<file path="src/rtl/instruction_fetch.sv">
// Fetch stage: owns the PC, fetches one word per instruction over a req/ready
// handshake and holds it for the decoder until the datapath advances.
`timescale 1ns/1ps
module instruction_fetch #(
  parameter logic [31:0] RESET_PC = 32'h0000_0000
) (
  input  logic        clk,
  input  logic        rst_n,
  output logic        imem_req,
  output logic [31:0] imem_addr,
  input  logic        imem_ready,
  input  logic [31:0] imem_rdata,
  output logic [31:0] instr,
  output logic        instr_valid,
  output logic [31:0] pc,
  output logic [31:0] pc_plus4,
  input  logic        advance,
  input  logic [1:0]  pc_src,
  input  logic        branch_taken,
  input  logic [31:0] reg_target,
  input  logic        halt,
  output logic        fault
);

  typedef enum logic [1:0] {S_REQ, S_HOLD, S_HALTED} state_t;

  state_t      state_q, state_d;
  logic [31:0] pc_q, pc_d, instr_q, instr_d, next_pc, pc4, br_off;
  logic        valid_q, valid_d, req_q, fault_q, fault_d;

  assign pc4    = pc_q + 32'd4;
  assign br_off = {{14{instr_q[15]}}, instr_q[15:0], 2'b00};

  always_comb begin
    next_pc = pc4;
    case (pc_src)
      2'd0:    next_pc = pc4;
      2'd1:    next_pc = reg_target;
      2'd2:    next_pc = {pc4[31:28], instr_q[25:0], 2'b00};
      default: next_pc = branch_taken ? (pc4 + br_off) : pc4;
    endcase
  end

  always_comb begin
    state_d = state_q;
    pc_d    = pc_q;
    instr_d = instr_q;
    valid_d = valid_q;
    fault_d = fault_q;
    case (state_q)
      S_REQ: begin
        // req_q is low in the first cycle after reset, so a stray ready is ignored
        if (req_q && imem_ready) begin
          instr_d = imem_rdata;
          valid_d = 1'b1;
          state_d = S_HOLD;
        end
      end
      S_HOLD: begin
        if (halt) begin
          valid_d = 1'b0;
          state_d = S_HALTED;
        end else if (advance) begin
          valid_d = 1'b0;
          if (next_pc[1:0] != 2'b00) begin
            fault_d = 1'b1;
            state_d = S_HALTED;
          end else begin
            pc_d    = next_pc;
            state_d = S_REQ;
          end
        end
      end
      S_HALTED: valid_d = 1'b0;
      default:  state_d = S_HALTED;
    endcase
  end

  // Request is registered from the next state so it drops to 0 on async reset.
  always_ff @(posedge clk or negedge rst_n) begin
    if (!rst_n) begin
      state_q <= S_REQ;
      pc_q    <= RESET_PC;
      instr_q <= '0;
      valid_q <= 1'b0;
      req_q   <= 1'b0;
      fault_q <= 1'b0;
    end else begin
      state_q <= state_d;
      pc_q    <= pc_d;
      instr_q <= instr_d;
      valid_q <= valid_d;
      req_q   <= (state_d == S_REQ);
      fault_q <= fault_d;
    end
  end

  assign imem_req    = req_q;
  assign imem_addr   = pc_q;
  assign instr       = instr_q;
  assign instr_valid = valid_q;
  assign pc          = pc_q;
  assign pc_plus4    = pc4;
  assign fault       = fault_q;

endmodule

</file>
<file path="config.mk">
export PLATFORM = sky130hd
export DESIGN_NAME = instruction_fetch
export DESIGN_NICKNAME = d
export VERILOG_FILES = /design/src/rtl/instruction_fetch.sv
export SDC_FILE = /design/constraint.sdc
export NUM_CORES = 1
export LEC_CHECK = 0
export ABC_AREA = 1
export BUFFER_PORTS_ARGS = -buffer_cell sky130_fd_sc_hd__clkbuf_2
export CAP_MARGIN = 10
export CORE_MARGIN = 3
export CORE_UTILIZATION = 54
export DETAILED_ROUTE_END_ITERATION = 8
export PLACE_DENSITY = 0.83
export SYNTH_ARGS = -nofsm -noshare
export SYNTH_HDL_FRONTEND = slang
export SYNTH_SLANG_ARGS = --single-unit
export TNS_END_PERCENT = 100
</file>
<file path="constraint.sdc">
create_clock -name clk -period 3.5 [get_ports clk]
set_input_delay 0.7 -clock clk [delete_from_list [all_inputs] [get_ports clk]]
set_output_delay 0.7 -clock clk [all_outputs]
set_load 0.03 [all_outputs]
</file>
# [Word-level counts from Yosys, hierarchy flattened]
# Cells that the tools add are included.
[totals] regBits=69 input_bits=72 out_inout_bits=131 word_cells=37
[classes] addsub=2 n_eq_ne=6 mux=11 n_bitwise=2 n_reduce_logical=10
[op_table] operator="$pmux 32 s3" n=1
[op_table] operator="$add 32x3->32 const B" n=1
[op_table] operator="$add 32x32->32" n=1
[op_table] operator="$mux 32" n=1
[op_table] operator="$mux 2" n=4
[op_table] operator="$reduce_and 4->1" n=2
[op_table] operator="$logic_not 2->1" n=3
[op_table] operator="$pmux 2 s3" n=1
[op_table] operator="$eq 2x1->1 const B" n=2
[op_table] operator="$eq 2x2->1 const B" n=2
[op_table] operator="$mux 1" n=3
[op_table] operator="$ne 3x3->1 const B" n=1
[op_table] operator="$pmux 1 s3" n=1
[op_table] operator="$reduce_and 3->1" n=1
[op_table] operator="$reduce_bool 3->1" n=1
[op_table] operator="$ne 2x2->1 const B" n=1
[op_table] operator="$not 1->1" n=2
[op_table] operator="$reduce_and 2->1" n=1
[op_table] operator="$reduce_bool 2->1" n=1
[op_table] operator="$logic_and 1x1->1" n=1

# [Logic depth before layout (Yosys ltp)]
[logic_depth] word_depth=10 mapped_depth=23

# [Worst setup path before layout]
# OpenSTA, ideal clock, no wires.
[synth_timing] path_kind="register to register" startpoint="reg pc_q[2] (netlist: imem_addr[2])" endpoint="reg pc_q[28] (netlist: imem_addr[28])" setup_time_ns=0.120 arrival_time_ns=3.111 setup_slack_ns=0.269 path_stages_with_launch=17 path_cell_list="dfrtp_1 inv_2 nor2_4 nand2_1 nor2_2 xor2_1 ha_1 nand2_1 inv_1 a21oi_1 o21ai_0 a21oi_1 nand2_1 nand2_1 nand3_1 nand2_1 a21oi_1"
[synth_between] elab_chain_len=4
[synth_rtl] element="start, declared" line_no="28" rtl="logic [31:0] pc_q, pc_d, instr_q, instr_d, next_pc, pc4, br_off;"
[synth_rtl] element="start signal, assigned" line_no="90" rtl="pc_q <= pc_d;"
[synth_rtl] element="$add 32x3->32" line_no="31" rtl="assign pc4 = pc_q + 32'd4;"
[synth_rtl] element="named net pc_plus4[2]" line_no="16" rtl="output logic [31:0] pc_plus4,"
[synth_rtl] element="$add 32x32->32" line_no="40" rtl="default: next_pc = branch_taken ? (pc4 + br_off) : pc4;"
[synth_rtl] element="$mux 32" line_no="40"
[synth_rtl] element="$pmux 32 s3" line_no="36" rtl="case (pc_src)"
# The timed path passes the listed nets, and every way through them passes these cells.
# A chain may end at the register's enable or synchronous reset.

# [Worst setup path in the final report]
[layout_timing] startpoint="reg pc_q[19] (netlist: imem_addr[19])" endpoint="reg pc_q[26] (netlist: imem_addr[26])"
[layout_between] elab_chain_len=4
[layout_rtl] element="$add 32x3->32 (*)" line_no="31"
[layout_rtl] element="$add 32x32->32" line_no="40"
[layout_rtl] element="$mux 32" line_no="40"
[layout_rtl] element="$pmux 32 s3 (*)" line_no="36"
# Mark *: on every way between the ends. The rest lies on a longest branch, timed or not.

==> metrics.txt <==
status complete, no violations; FFs w/ async S/R, synth 1.00; total power 2.43 mW; gr ovfl total 0; DRC violations left 0; Area contributors post-synth dfrtp_1, nand2_1, inv_1; Setup TNS 0 ns; clock root cell clkbuf_16; max-cap viol count 0; Worst setup SP type register; final worst slack 0.203 ns; min Tclk post-route 3.30 ns; Post-synth EDFFs 0; Worst EP arrival around 3.6 ns; RSZ-0062 raised after global routing no; routed length per placed instance ~17 um; top cells by count, synth nand2_1, inv_1, nand3_1, nor2_1, dfrtp_1; final core utilization 0.683; Slew HR 0.367; syn nets 1,250; Final setup viols 0; H-tree level count 3; fin area 8440 sq um; layout cell share with drive strength beyond 1 0.219; worst min path class reg -> reg; DR pass1 iterations 6; Post-Layout Cell Count roughly 1,500; count leader, synth nand2_1; fin crit share 0.942; Seq/Total Area, Yosys 0.246; Final ANT Viol Nets 0; largest net degree at the start of global routing 70; core area between 10,000 and 15,000 sq um; cell area power density 288 nW/um^2; CP max FO 5; Synth top area share 0.246; Bufs on Longest Clock Path 2; Via density 5.47; FF-to-FF setup slack between 0.2 and 0.25 ns; peak supply drop ~0.30 mV; Reg area about 1700 sq um; Setup WS pre-CTS -0.0713 ns; Skew-Pair Late Insertion Delay roughly 0.35 ns; gpl congestion 1.09; Post-DP HPWL 20,000 um; hold path start instr[28]; die area between 10,000 and 15,000 sq um; synthesized area per cell 6.17 sq um; Worst R2R Start imem_addr[19]; register bit total from synthesis 69; crit path kind reg -> reg; post-synth top area cell dfrtp_1; diode count 0; area added between synthesis and finish 20.4%; nets 1,432; P_leak slightly below 5 nW; Syn Inst Count between 1,000 and 1,500; CTS Sinks just under 70; Cell Area, Synth around 7000 sq um; ys flop type dfrtp_1; Fmax roughly 300 MHz; hold slack 0.470 ns; vias in the first global route ~7,600; # IOs a little over 200; sink of the worst hold path instr[28]; Die Ht between 100 and 150 um; slew at the pin closest to its max-slew limit around 0.95 ns; max-slew violations 0; Worst Setup End Kind register; hold depth 2; Initial Util 0.567; placed instance area 8090 sq um; Reg clk slew, reported paths ~0.070 ns; site row count 40; drt initial violations ~760; initial antenna violation count 0; die span in x about 120 um; total CTS buffers 9; Multi-input gate area around 4300 sq um; Synth Warn # 0; Tot GR Track Use 0.343; PortBufs just over 200; fillers around 1,200; Reg2Reg Depth 17; Worst Skew roughly 0.0093 ns; final hold violations 0; Cells after DPL 1,475; Critical Path RT 3.77 ns; worst reg2reg endpoint imem_addr[26]; CTS tree built; first-pass GRT wire length approximately 39,000 um; Netlist cell types 46; Post-Route WL 25,100 um; Vias around 8,200
[layer usage]
layer  part of all wire  global-route usage  vias to the layer above  wire length (um)
li1                   -                   -                     3943                 -
met1               0.40               0.450                     3687              9980
met2               0.46               0.562                      447             11600
met3              0.093              0.0500                       86              2350
met4              0.046               0.154                        0              1160
met5                  0                   0                        -                 0
[layout make-up]
type                    count  area share
clock buffers               9      0.0267
clock inverters             7     0.00875
inverters                 169      0.0752
multi-input cells         840       0.514
flip-flops and latches     69       0.205
well taps                 168      0.0249
repair buffers            229       0.146
[worst max-delay path by stage]
stage | from | end | slack (ns) | cells after the start
after floorplan | imem_addr[2] | imem_addr[28] | 0.27 | 16
after global placement | imem_addr[2] | imem_addr[20] | -0.07 | 18
after detailed placement | imem_addr[2] | imem_addr[20] | -0.07 | 18
after CTS | imem_addr[2] | imem_addr[20] | 0.004 | 18
after global routing | imem_addr[3] | imem_addr[27] | 0.02 | 17
final | imem_addr[19] | imem_addr[26] | 0.20 | 17
[report_power, final]
group          switching [mW]  internal, mW
sequential             0.0280         0.814
combinational           0.437         0.199
clock                   0.399         0.555
total                   0.864          1.57
[cells in the final DEF (no fill, tap or decap), types with 3 or more instances in the layout]
| cell | Yosys | layout |
|---|---|---|
| nand2_1 | 417 | 416 |
| clkbuf_2 | 0 | 201 |
| inv_1 | 162 | 162 |
| nand3_1 | 72 | 72 |
| nor2_1 | 72 | 67 |
| dfrtp_1 | 69 | 67 |
| a21oi_1 | 50 | 49 |
| o21ai_0 | 43 | 42 |
| ha_1 | 41 | 40 |
| buf_4 | 35 | 27 |
| xor2_1 | 19 | 18 |
| nor3_1 | 18 | 15 |
| a211oi_1 | 10 | 10 |
| a22o_1 | 9 | 9 |
| clkbuf_16 | 0 | 9 |
| a21boi_0 | 8 | 8 |
| nand4_1 | 8 | 8 |
| o21bai_1 | 8 | 8 |
| nor2_2 | 6 | 8 |
| o211ai_1 | 7 | 7 |
| nor3_2 | 4 | 7 |
| nand2_2 | 5 | 6 |
| a21boi_1 | 6 | 6 |
| nor2_4 | 2 | 5 |
| or2_2 | 4 | 4 |
| a22oi_1 | 4 | 4 |
| inv_2 | 4 | 4 |
| nand3b_1 | 3 | 3 |
| clkinv_1 | 3 | 3 |
| a21o_1 | 3 | 3 |
[what timing repair did]
| item | CTS | global route |
|---|---|---|
| hold buffers | 0 | 0 |
| pin swaps | 0 | 0 |
| gates resized for setup | 2 | 14 |
| endpoints found under the setup margin | 2 | 15 |
| buffers inserted | 0 | 0 |
[kinds of logic after synthesis]
| group | share of synthesized area |
|---|---|
| and+or+nand+nor | 0.365 |
| DFF | 0.246 |
| buffers and inverters | 0.143 |
| xor gates and xnor gates | 0.0286 |
| adders and majority gates | 0.0760 |
| AOI/OAI and AO/OA | 0.141 |
[flip-flops by register name (all words and copies together), names as in the netlist]
register / flops
imem_addr: 32
imem_req: 1
state_q: 2
instr_valid: 1
instr: 32
fault: 1
[worst max-delay path: stages, from the launching register on]
cell      delay, ns
dfrtp_1        0.45
inv_1          0.14
nor3_2         0.25
nand2_1        0.18
nor2_1         0.16
nand3_1        0.09
nand2_1        0.20
inv_1          0.15
ha_1           0.39
nand2_1        0.12
nor2_2         0.22
and2_1         0.18
nand3_1        0.15
nand3_1        0.12
nand2_1        0.05
nand3_1        0.14
nand2_1        0.08
a21boi_1       0.14
No activity file was read; power rests on OpenSTA's default activity.
